$ cat config.mk
export PLATFORM = sky130hd
export DESIGN_NAME = aquaflex_flow_sequencer
export DESIGN_NICKNAME = d
export VERILOG_FILES = /design/src/rtl/aquaflex_pkg.sv /design/src/rtl/aquaflex_flow_sequencer_pump.sv /design/src/rtl/aquaflex_flow_sequencer.sv
export SDC_FILE = /design/constraint.sdc
export NUM_CORES = 1
export LEC_CHECK = 0
export CAP_MARGIN = 20
export CORE_ASPECT_RATIO = 1.2
export CORE_MARGIN = 10
export CORE_UTILIZATION = 32
export DETAILED_ROUTE_END_ITERATION = 16
export PLACE_DENSITY = 0.61
export SLEW_MARGIN = 20
export SYNTH_ARGS = -nofsm -noshare
export SYNTH_HDL_FRONTEND = slang
export SYNTH_SLANG_ARGS = --single-unit
$ cat constraint.sdc
create_clock -name clk -period 2.9 [get_ports clk]
set_input_delay 0.58 -clock clk [delete_from_list [all_inputs] [get_ports clk]]
set_output_delay 0.58 -clock clk [all_outputs]
set_load 0.02 [all_outputs]
$ cat src/rtl/aquaflex_pkg.sv
// AquaFlex flow sequencer shared definitions: FSM states,
// inlet/outlet codes, switch port indices, valve phase table, status codes.
package aquaflex_pkg;

  typedef enum logic [2:0] {
    ST_IDLE,
    ST_SET_IN,
    ST_PUMP_IN,
    ST_MIX,
    ST_SET_OUT,
    ST_PUMP_OUT,
    ST_DRAIN
  } state_e;

  typedef enum logic [1:0] {
    STAT_OK      = 2'd0,
    STAT_ILLEGAL = 2'd1,
    STAT_ABORTED = 2'd2
  } status_e;

  localparam logic [2:0] SRC_B = 3'd0;
  localparam logic [2:0] SRC_C = 3'd1;
  localparam logic [2:0] SRC_D = 3'd2;
  localparam logic [2:0] SRC_E = 3'd3;
  localparam logic [2:0] SRC_F = 3'd4;

  localparam logic [1:0] DST_H = 2'd0;
  localparam logic [1:0] DST_I = 2'd1;
  localparam logic [1:0] DST_J = 2'd2;

  localparam logic [1:0] SW1_PORT_B   = 2'd3;
  localparam logic [1:0] SW1_PORT_F   = 2'd0;
  localparam logic [1:0] SW1_PORT_SW0 = 2'd1;
  localparam logic [1:0] SW0_PORT_C   = 2'd2;
  localparam logic [1:0] SW0_PORT_D   = 2'd0;
  localparam logic [1:0] SW0_PORT_E   = 2'd3;
  localparam logic [1:0] SW2_PORT_H   = 2'd2;
  localparam logic [1:0] SW2_PORT_I   = 2'd3;
  localparam logic [1:0] SW2_PORT_J   = 2'd1;

  localparam int unsigned N_PHASE = 6;

  // Entry 0 is the first phase of a stroke.
  localparam logic [5:0][2:0] PHASE_TBL = {
    3'b101, 3'b001, 3'b011,
    3'b010, 3'b110, 3'b100
  };

  function automatic logic cmd_legal(
    input logic [2:0] src,
    input logic [1:0] dst
  );
    return (src <= SRC_F) && (dst <= DST_J);
  endfunction

endpackage

$ cat src/rtl/aquaflex_flow_sequencer_pump.sv
// Peristaltic pump driver: start/strokes load a run, stop kills it.
// valve = registered 3-valve pattern; busy = more pump cycles follow this one.
module peristaltic_pump_drv
  import aquaflex_pkg::*;
#(
  parameter int PHASE_CYC = 2,
  parameter int STROKE_W  = 8
) (
  input  logic                clk,
  input  logic                rst_n,
  input  logic                start,
  input  logic [STROKE_W-1:0] strokes,
  input  logic                stop,
  output logic [2:0]          valve,
  output logic                busy
);

  localparam int PCW =
    (PHASE_CYC > 1) ? $clog2(PHASE_CYC) : 1;
  localparam logic [PCW-1:0] PC_LAST =
    PCW'(PHASE_CYC - 1);
  localparam logic [2:0] PH_LAST =
    3'(N_PHASE - 1);

  logic                active_q, active_d;
  logic [2:0]          phase_q, phase_d;
  logic [PCW-1:0]      pcnt_q, pcnt_d;
  logic [STROKE_W-1:0] left_q, left_d;
  logic [2:0]          valve_q, valve_d;
  logic                phase_end;
  logic                stroke_end;
  logic                last;

  assign phase_end  = active_q && (pcnt_q == PC_LAST);
  assign stroke_end = phase_end && (phase_q == PH_LAST);
  assign last = stroke_end && (left_q <= STROKE_W'(1));

  always_comb begin
    active_d = active_q;
    phase_d  = phase_q;
    pcnt_d   = pcnt_q;
    left_d   = left_q;
    valve_d  = valve_q;
    if (stop || last) begin
      active_d = 1'b0;
      phase_d  = '0;
      pcnt_d   = '0;
      left_d   = '0;
      valve_d  = '0;
    end else if (!active_q) begin
      if (start && (strokes != '0)) begin
        active_d = 1'b1;
        phase_d  = '0;
        pcnt_d   = '0;
        left_d   = strokes;
        valve_d  = PHASE_TBL[0];
      end
    end else if (stroke_end) begin
      // back-to-back strokes, no gap
      left_d  = (left_q == '0) ? '0
              : left_q - STROKE_W'(1);
      phase_d = '0;
      pcnt_d  = '0;
      valve_d = PHASE_TBL[0];
    end else if (phase_end) begin
      phase_d = phase_q + 3'd1;
      pcnt_d  = '0;
      valve_d = PHASE_TBL[phase_q + 3'd1];
    end else begin
      pcnt_d = pcnt_q + PCW'(1);
    end
  end

  always_ff @(posedge clk or negedge rst_n) begin
    if (!rst_n) begin
      active_q <= 1'b0;
      phase_q  <= '0;
      pcnt_q   <= '0;
      left_q   <= '0;
      valve_q  <= '0;
    end else begin
      active_q <= active_d;
      phase_q  <= phase_d;
      pcnt_q   <= pcnt_d;
      left_q   <= left_d;
      valve_q  <= valve_d;
    end
  end

  assign valve = valve_q;
  assign busy  = active_q && !last;

endmodule

$ cat src/rtl/aquaflex_flow_sequencer.sv
// AquaFlex-3b flow sequencer: one command routes inlet->PumpA->Mixer1->PumpC->outlet.
// Drives switch enables/selects, pump valves, mixer; reports done/status.
module aquaflex_flow_sequencer
  import aquaflex_pkg::*;
#(
  parameter int SETTLE_CYC = 4,
  parameter int PHASE_CYC  = 2,
  parameter int MIX_W      = 16,
  parameter int STROKE_W   = 8
) (
  input  logic                clk,
  input  logic                rst_n,
  input  logic                cmd_valid,
  output logic                cmd_ready,
  input  logic [2:0]          cmd_src,
  input  logic [1:0]          cmd_dst,
  input  logic [STROKE_W-1:0] cmd_in_strokes,
  input  logic [MIX_W-1:0]    cmd_mix_cyc,
  input  logic [STROKE_W-1:0] cmd_out_strokes,
  input  logic                abort,
  output logic                sw0_en,
  output logic                sw1_en,
  output logic                sw2_en,
  output logic [1:0]          sw0_sel,
  output logic [1:0]          sw1_sel,
  output logic [1:0]          sw2_sel,
  output logic [2:0]          pumpa_valve,
  output logic [2:0]          pumpc_valve,
  output logic                mixer_en,
  output logic                busy,
  output logic                done,
  output logic [1:0]          status
);

  localparam int TW = MIX_W;
  localparam logic [TW-1:0] SETTLE_LD =
    TW'(SETTLE_CYC - 1);

  state_e              state_q, state_d;
  logic [TW-1:0]       tmr_q, tmr_d;
  logic [2:0]          src_q, src_d;
  logic [1:0]          dst_q, dst_d;
  logic [STROKE_W-1:0] in_q, in_d;
  logic [MIX_W-1:0]    mix_q, mix_d;
  logic [STROKE_W-1:0] out_q, out_d;
  logic                aborted_q, aborted_d;

  logic       cmd_ready_q, cmd_ready_d;
  logic       busy_q, busy_d;
  logic       done_q, done_d;
  status_e    status_q, status_d;
  logic       sw0_en_q, sw0_en_d;
  logic       sw1_en_q, sw1_en_d;
  logic       sw2_en_q, sw2_en_d;
  logic [1:0] sw0_sel_q, sw0_sel_d;
  logic [1:0] sw1_sel_q, sw1_sel_d;
  logic [1:0] sw2_sel_q, sw2_sel_d;
  logic       mixer_en_q, mixer_en_d;

  logic accept;
  logic take_abort;
  logic pa_start, pc_start;
  logic pa_busy, pc_busy;

  assign accept = cmd_valid && cmd_ready_q;
  assign take_abort = abort
    && (state_q != ST_IDLE)
    && (state_q != ST_DRAIN);

  always_comb begin
    state_d   = state_q;
    tmr_d     = (tmr_q != '0) ? tmr_q - TW'(1) : '0;
    src_d     = src_q;
    dst_d     = dst_q;
    in_d      = in_q;
    mix_d     = mix_q;
    out_d     = out_q;
    aborted_d = aborted_q;
    done_d    = 1'b0;
    status_d  = STAT_OK;
    if (take_abort) begin
      state_d   = ST_DRAIN;
      tmr_d     = SETTLE_LD;
      aborted_d = 1'b1;
    end else begin
      unique case (state_q)
        ST_IDLE: begin
          if (accept) begin
            if (cmd_legal(cmd_src, cmd_dst)) begin
              src_d     = cmd_src;
              dst_d     = cmd_dst;
              in_d      = cmd_in_strokes;
              mix_d     = cmd_mix_cyc;
              out_d     = cmd_out_strokes;
              aborted_d = 1'b0;
              state_d   = ST_SET_IN;
              tmr_d     = SETTLE_LD;
            end else begin
              done_d   = 1'b1;
              status_d = STAT_ILLEGAL;
            end
          end
        end
        ST_SET_IN, ST_PUMP_IN: begin
          // SET_IN ends on its timer, PUMP_IN on PumpA
          if ((state_q == ST_SET_IN)
              ? (tmr_q == '0) : !pa_busy) begin
            if (state_q == ST_SET_IN
                && in_q != '0) begin
              state_d = ST_PUMP_IN;
            end else if (mix_q != '0) begin
              state_d = ST_MIX;
              tmr_d   = mix_q - MIX_W'(1);
            end else begin
              state_d = ST_SET_OUT;
              tmr_d   = SETTLE_LD;
            end
          end
        end
        ST_MIX: begin
          if (tmr_q == '0) begin
            state_d = ST_SET_OUT;
            tmr_d   = SETTLE_LD;
          end
        end
        ST_SET_OUT: begin
          if (tmr_q == '0) begin
            if (out_q != '0) begin
              state_d = ST_PUMP_OUT;
            end else begin
              state_d = ST_DRAIN;
              tmr_d   = SETTLE_LD;
            end
          end
        end
        ST_PUMP_OUT: begin
          if (!pc_busy) begin
            state_d = ST_DRAIN;
            tmr_d   = SETTLE_LD;
          end
        end
        ST_DRAIN: begin
          if (tmr_q == '0) begin
            state_d  = ST_IDLE;
            done_d   = 1'b1;
            status_d = aborted_q ? STAT_ABORTED
                                 : STAT_OK;
          end
        end
        default: state_d = ST_IDLE;
      endcase
    end
  end

  // Pumps load one edge early so valves move in the first pump cycle.
  assign pa_start = (state_d == ST_PUMP_IN)
                 && (state_q != ST_PUMP_IN);
  assign pc_start = (state_d == ST_PUMP_OUT)
                 && (state_q != ST_PUMP_OUT);

  always_comb begin
    cmd_ready_d = (state_d == ST_IDLE);
    busy_d      = (state_d != ST_IDLE);
    mixer_en_d  = (state_d == ST_MIX);
    sw0_en_d    = 1'b0;
    sw1_en_d    = 1'b0;
    sw2_en_d    = 1'b0;
    sw0_sel_d   = '0;
    sw1_sel_d   = '0;
    sw2_sel_d   = '0;
    if (state_d == ST_SET_IN
        || state_d == ST_PUMP_IN) begin
      sw1_en_d = 1'b1;
      unique case (1'b1)
        (src_d == SRC_B): sw1_sel_d = SW1_PORT_B;
        (src_d == SRC_F): sw1_sel_d = SW1_PORT_F;
        (src_d == SRC_C): begin
          sw1_sel_d = SW1_PORT_SW0;
          sw0_en_d  = 1'b1;
          sw0_sel_d = SW0_PORT_C;
        end
        (src_d == SRC_D): begin
          sw1_sel_d = SW1_PORT_SW0;
          sw0_en_d  = 1'b1;
          sw0_sel_d = SW0_PORT_D;
        end
        (src_d == SRC_E): begin
          sw1_sel_d = SW1_PORT_SW0;
          sw0_en_d  = 1'b1;
          sw0_sel_d = SW0_PORT_E;
        end
        default: sw1_en_d = 1'b0;
      endcase
    end
    if (state_d == ST_SET_OUT
        || state_d == ST_PUMP_OUT) begin
      sw2_en_d = 1'b1;
      unique case (1'b1)
        (dst_d == DST_H): sw2_sel_d = SW2_PORT_H;
        (dst_d == DST_I): sw2_sel_d = SW2_PORT_I;
        (dst_d == DST_J): sw2_sel_d = SW2_PORT_J;
        default: sw2_en_d = 1'b0;
      endcase
    end
  end

  always_ff @(posedge clk or negedge rst_n) begin
    if (!rst_n) begin
      state_q     <= ST_IDLE;
      tmr_q       <= '0;
      src_q       <= '0;
      dst_q       <= '0;
      in_q        <= '0;
      mix_q       <= '0;
      out_q       <= '0;
      aborted_q   <= 1'b0;
      cmd_ready_q <= 1'b1;
      busy_q      <= 1'b0;
      done_q      <= 1'b0;
      status_q    <= STAT_OK;
      sw0_en_q    <= 1'b0;
      sw1_en_q    <= 1'b0;
      sw2_en_q    <= 1'b0;
      sw0_sel_q   <= '0;
      sw1_sel_q   <= '0;
      sw2_sel_q   <= '0;
      mixer_en_q  <= 1'b0;
    end else begin
      state_q     <= state_d;
      tmr_q       <= tmr_d;
      src_q       <= src_d;
      dst_q       <= dst_d;
      in_q        <= in_d;
      mix_q       <= mix_d;
      out_q       <= out_d;
      aborted_q   <= aborted_d;
      cmd_ready_q <= cmd_ready_d;
      busy_q      <= busy_d;
      done_q      <= done_d;
      status_q    <= status_d;
      sw0_en_q    <= sw0_en_d;
      sw1_en_q    <= sw1_en_d;
      sw2_en_q    <= sw2_en_d;
      sw0_sel_q   <= sw0_sel_d;
      sw1_sel_q   <= sw1_sel_d;
      sw2_sel_q   <= sw2_sel_d;
      mixer_en_q  <= mixer_en_d;
    end
  end

  peristaltic_pump_drv #(
    .PHASE_CYC (PHASE_CYC),
    .STROKE_W  (STROKE_W)
  ) u_pumpa (
    .clk     (clk),
    .rst_n   (rst_n),
    .start   (pa_start),
    .strokes (in_q),
    .stop    (take_abort),
    .valve   (pumpa_valve),
    .busy    (pa_busy)
  );

  peristaltic_pump_drv #(
    .PHASE_CYC (PHASE_CYC),
    .STROKE_W  (STROKE_W)
  ) u_pumpc (
    .clk     (clk),
    .rst_n   (rst_n),
    .start   (pc_start),
    .strokes (out_q),
    .stop    (take_abort),
    .valve   (pumpc_valve),
    .busy    (pc_busy)
  );

  assign cmd_ready = cmd_ready_q;
  assign busy      = busy_q;
  assign done      = done_q;
  assign status    = status_q;
  assign sw0_en    = sw0_en_q;
  assign sw1_en    = sw1_en_q;
  assign sw2_en    = sw2_en_q;
  assign sw0_sel   = sw0_sel_q;
  assign sw1_sel   = sw1_sel_q;
  assign sw2_sel   = sw2_sel_q;
  assign mixer_en  = mixer_en_q;

endmodule

==> results by group <==
Setup path
  – Crit end category: flop
  – Critical Path Max Stage Delay: 0.52 ns
  – CP max FO: 7
  – Crit path required time: 3.20 ns
  – Critical path type: flop to flop
  – Crit-path slowest cell: or4b_4
  – Crit start category: flop
  – Arr. time, crit path: 3.12 ns
  – Worst path top cell family by delay: simple AND/OR/NAND/NOR gates
  – Critical-path cell list: inv_1, ha_2, or3b_4, and4b_2, a31oi_1, or4b_4, o311a_4, a211oi_4, a32o_1
  – R2r setup slk: 0.08 ns
  – CP bufs+invs: 1

Finish
  – Layout cell share with drive strength beyond 1: 16.96%
  – Nets: 863
  – P&R area growth vs syn: 30.20%
  – # fillers: 1890
  – Final core utilization: 42.08%
  – Antenna diodes: 0
  – Post-route cell area: 7876 µm²

Power and ir drop
  – Net switching power: 617.0 µW
  – Switch share: 22.79%
  – Register share of total power: 53.5%
  – Logic pwr share: 3.5%
  – Leak Pwr: 3.770 nW
  – Max IR drop VDD: 256.5 µV
  – Power Dens Cells: 343.7 nW/µm²
  – Clock share of power: 43.0%
  – Int Pwr: 2.090 mW
  – Pwr Total: 2.707 mW

Synth
  – Mapped cell area: 6050 µm²
  – Synth Register Bits: 104
  – Syn Area/Cell: 8.976 µm²
  – Sequential cell area fraction in the yosys report: 43.04%
  – Synthesized Nets: 734
  – Number of synthesized flops with an enable pin: 0
  – Ys async rst share: 100.0%
  – Gate Count Post-Synth: 674
  – Synth cell types: 81
  – Synth Warn #: 0
  – Synth Flop Type: dfrtp_1

Status
  – Status: finished, final reports clean

Detailed routing
  – Final ANT Viol Nets: 0
  – TritonRoute pass-1 iters: 4
  – Iteration-0 DRC Markers: 438
  – Post-route DRC: 0
  – DR WL/cell: 15.67 µm
  – Via count: 5418
  – Vias/cell: 5.092
  – DRT Wirelength: 16.67 mm

Floorplanning
  – Die footprint: 24830 µm²
  – Core Rows: 55
  – # IOs: 62
  – Die H: 170.6 µm
  – Core Area: 18720 µm²
  – Die width: 145.5 µm
  – Starting Density: 32.32%

CTS
  – # H-tree levels: 3
  – Worst skew pair latency: 0.36 ns
  – Clock-pin slew on the worst setup and hold paths: 0.07 ns
  – CTS Buf Count: 9
  – # hold bufs at CTS: 0
  – Root Driver: clkbuf_16
  – TritonCTS clock tree: built
  – Total clock sinks: 104
  – CTS max path bufs: 2

GRT
  – GRT Total Usage: 13.50%
  – Initial antenna violation count: 0
  – Global route overflow: 0
  – First-pass GRT wire length: 27.74 mm
  – Largest net degree at the start of global routing: 57
  – Vias in the first global route: 5499

Timing
  – Period utilisation layout: 97.30%
  – Hold WS: 0.09032 ns
  – Slew Viols, Final: 0
  – Final number of hold-violating endpoints: 0
  – Min Clock Period, post-route: 2.822 ns
  – Worst Max-Slew Pin Slew: 0.5084 ns
  – Sum of negative setup slack: 0 ns
  – Slew margin rel.: 65.90%
  – # setup viols final: 0
  – Fmax achieved: 0.3544 GHz
  – Clock skew: 0.008499 ns

Place
  – Placed instance area: 7500 µm²
  – DP HPWL: 12.52 mm
  – GPL Wtd Cong: 0.9583
  – Port Buf Inserts: 61

Worst hold path
  – Class of the tightest hold or removal check: input port to asynchronous set/reset pin

Run
  – Max Cap Viol: 0
## per-stage QoR
step,worst slack [ns],cells
floorplan,0.05745,674
global placement,0.03477,1043
detailed placement,-0.04972,1043
CTS,0.02321,1059
global route,-0.01855,1064
finish,0.07842,1064
## registers in the layout (all words and copies together) (netlist names), 3 cells and up
name / flops
in_q: 8
mix_q: 16
out_q: 8
src_q: 3
state_q: 3
tmr_q: 16
u_pumpa.left_q: 8
u_pumpa.phase_q: 3
u_pumpa.valve: 3
u_pumpc.left_q: 8
u_pumpc.phase_q: 3
u_pumpc.valve: 3
## routing by layer
| layer | vias to the layer above | global-route usage (%) | routed length (µm) |
|---|---|---|---|
| li1 | 2663 | - | - |
| met1 | 2627 | 15.37 | 6938 |
| met2 | 100 | 24.12 | 8704 |
| met3 | 28 | 2.114 | 519 |
| met4 | 0 | 6.822 | 512 |
| met5 | - | 0 | 0 |
## final timing paths
path                           start                end  cells after the start
max                         tmr_q[1]  u_pumpc.left_q[4]                      9
min                            rst_n         sw2_sel[1]                      1
max reg2reg                 tmr_q[1]  u_pumpc.left_q[4]                      9
min reg2reg                aborted_q          aborted_q                      2
max in group asynchronous      rst_n   u_pumpa.active_q                      2
min in group clk           aborted_q          aborted_q                      2
## worst reg2reg max path, cell delays in order (launching register included)
cell	delay, ns
dfrtp_1	0.40
inv_1	0.07
ha_2	0.18
or3b_4	0.39
and4b_2	0.36
a31oi_1	0.11
or4b_4	0.52
o311a_4	0.17
a211oi_4	0.40
a32o_1	0.19
## layout make-up
cell class | count | area (µm²) | area share [%]
well taps | 256 | 320.3 | 4.067
multi-input cells | 514 | 3277 | 41.60
repair buffers | 147 | 1295 | 16.44
inverters | 27 | 101.3 | 1.287
clock buffers | 9 | 225.2 | 2.859
flip-flops and latches | 104 | 2604 | 33.06
clock inverters | 7 | 53.80 | 0.6831
## kinds of logic (layout without fill, tap and decap cells)
group	count (synthesis)	after routing	synth area share, %
compound gates	150	150	18.08
xor+xnor	27	27	3.909
fa+ha+maj	19	19	3.930
buf+inv	56	190	3.930
flops	104	104	43.04
mux	11	11	1.986
simple gates	307	307	25.13
## what timing repair did
item,CTS,global route
pin swaps,0,6
buffers inserted,0,5
setup endpoints to repair,6,34
gates resized for setup,2,16
## cells in the final DEF, fill, tap and decap left out, types with 12 or more instances in the layout
cell type,instances
ha_1,18
nor3_1,20
clkdlybuf4s50_1,60
buf_4,83
xor2_1,12
xnor2_1,15
a21oi_1,28
dfrtp_1,103
nor2_1,64
nand3_1,13
inv_1,26
nand2_1,129
o21ai_0,29
## synth_stat cells, types with 8 or more instances
cell,number,share of area [%]
a21oi_1,28,2.3
a2bb2oi_1,9,1.3
clkbuf_1,17,1.1
dfrtp_1,103,43
ha_1,19,3.9
inv_1,27,1.7
mux2i_1,9,1.5
nand2_1,129,8.0
nand3_1,13,1.1
nor2_1,66,4.1
nor3_1,21,1.7
nor4_1,9,0.93
o21ai_0,30,2.5
o221ai_1,8,1.2
or3_1,9,0.93
xnor2_1,15,2.2
xor2_1,12,1.7
## power groups by stage
stage / Combinational [mW] / Sequential (mW) / Clock (mW)
finish: 0.0934 / 1.45 / 1.16
global route: 0.104 / 1.45 / 1.26
CTS: 0.0973 / 1.45 / 1.20
detailed placement: 0.0965 / 1.48 / 0
global placement: 0.0967 / 1.48 / 0
floorplan: 0.00270 / 1.48 / 0
Note: power is estimated with default switching activity, not from simulation.
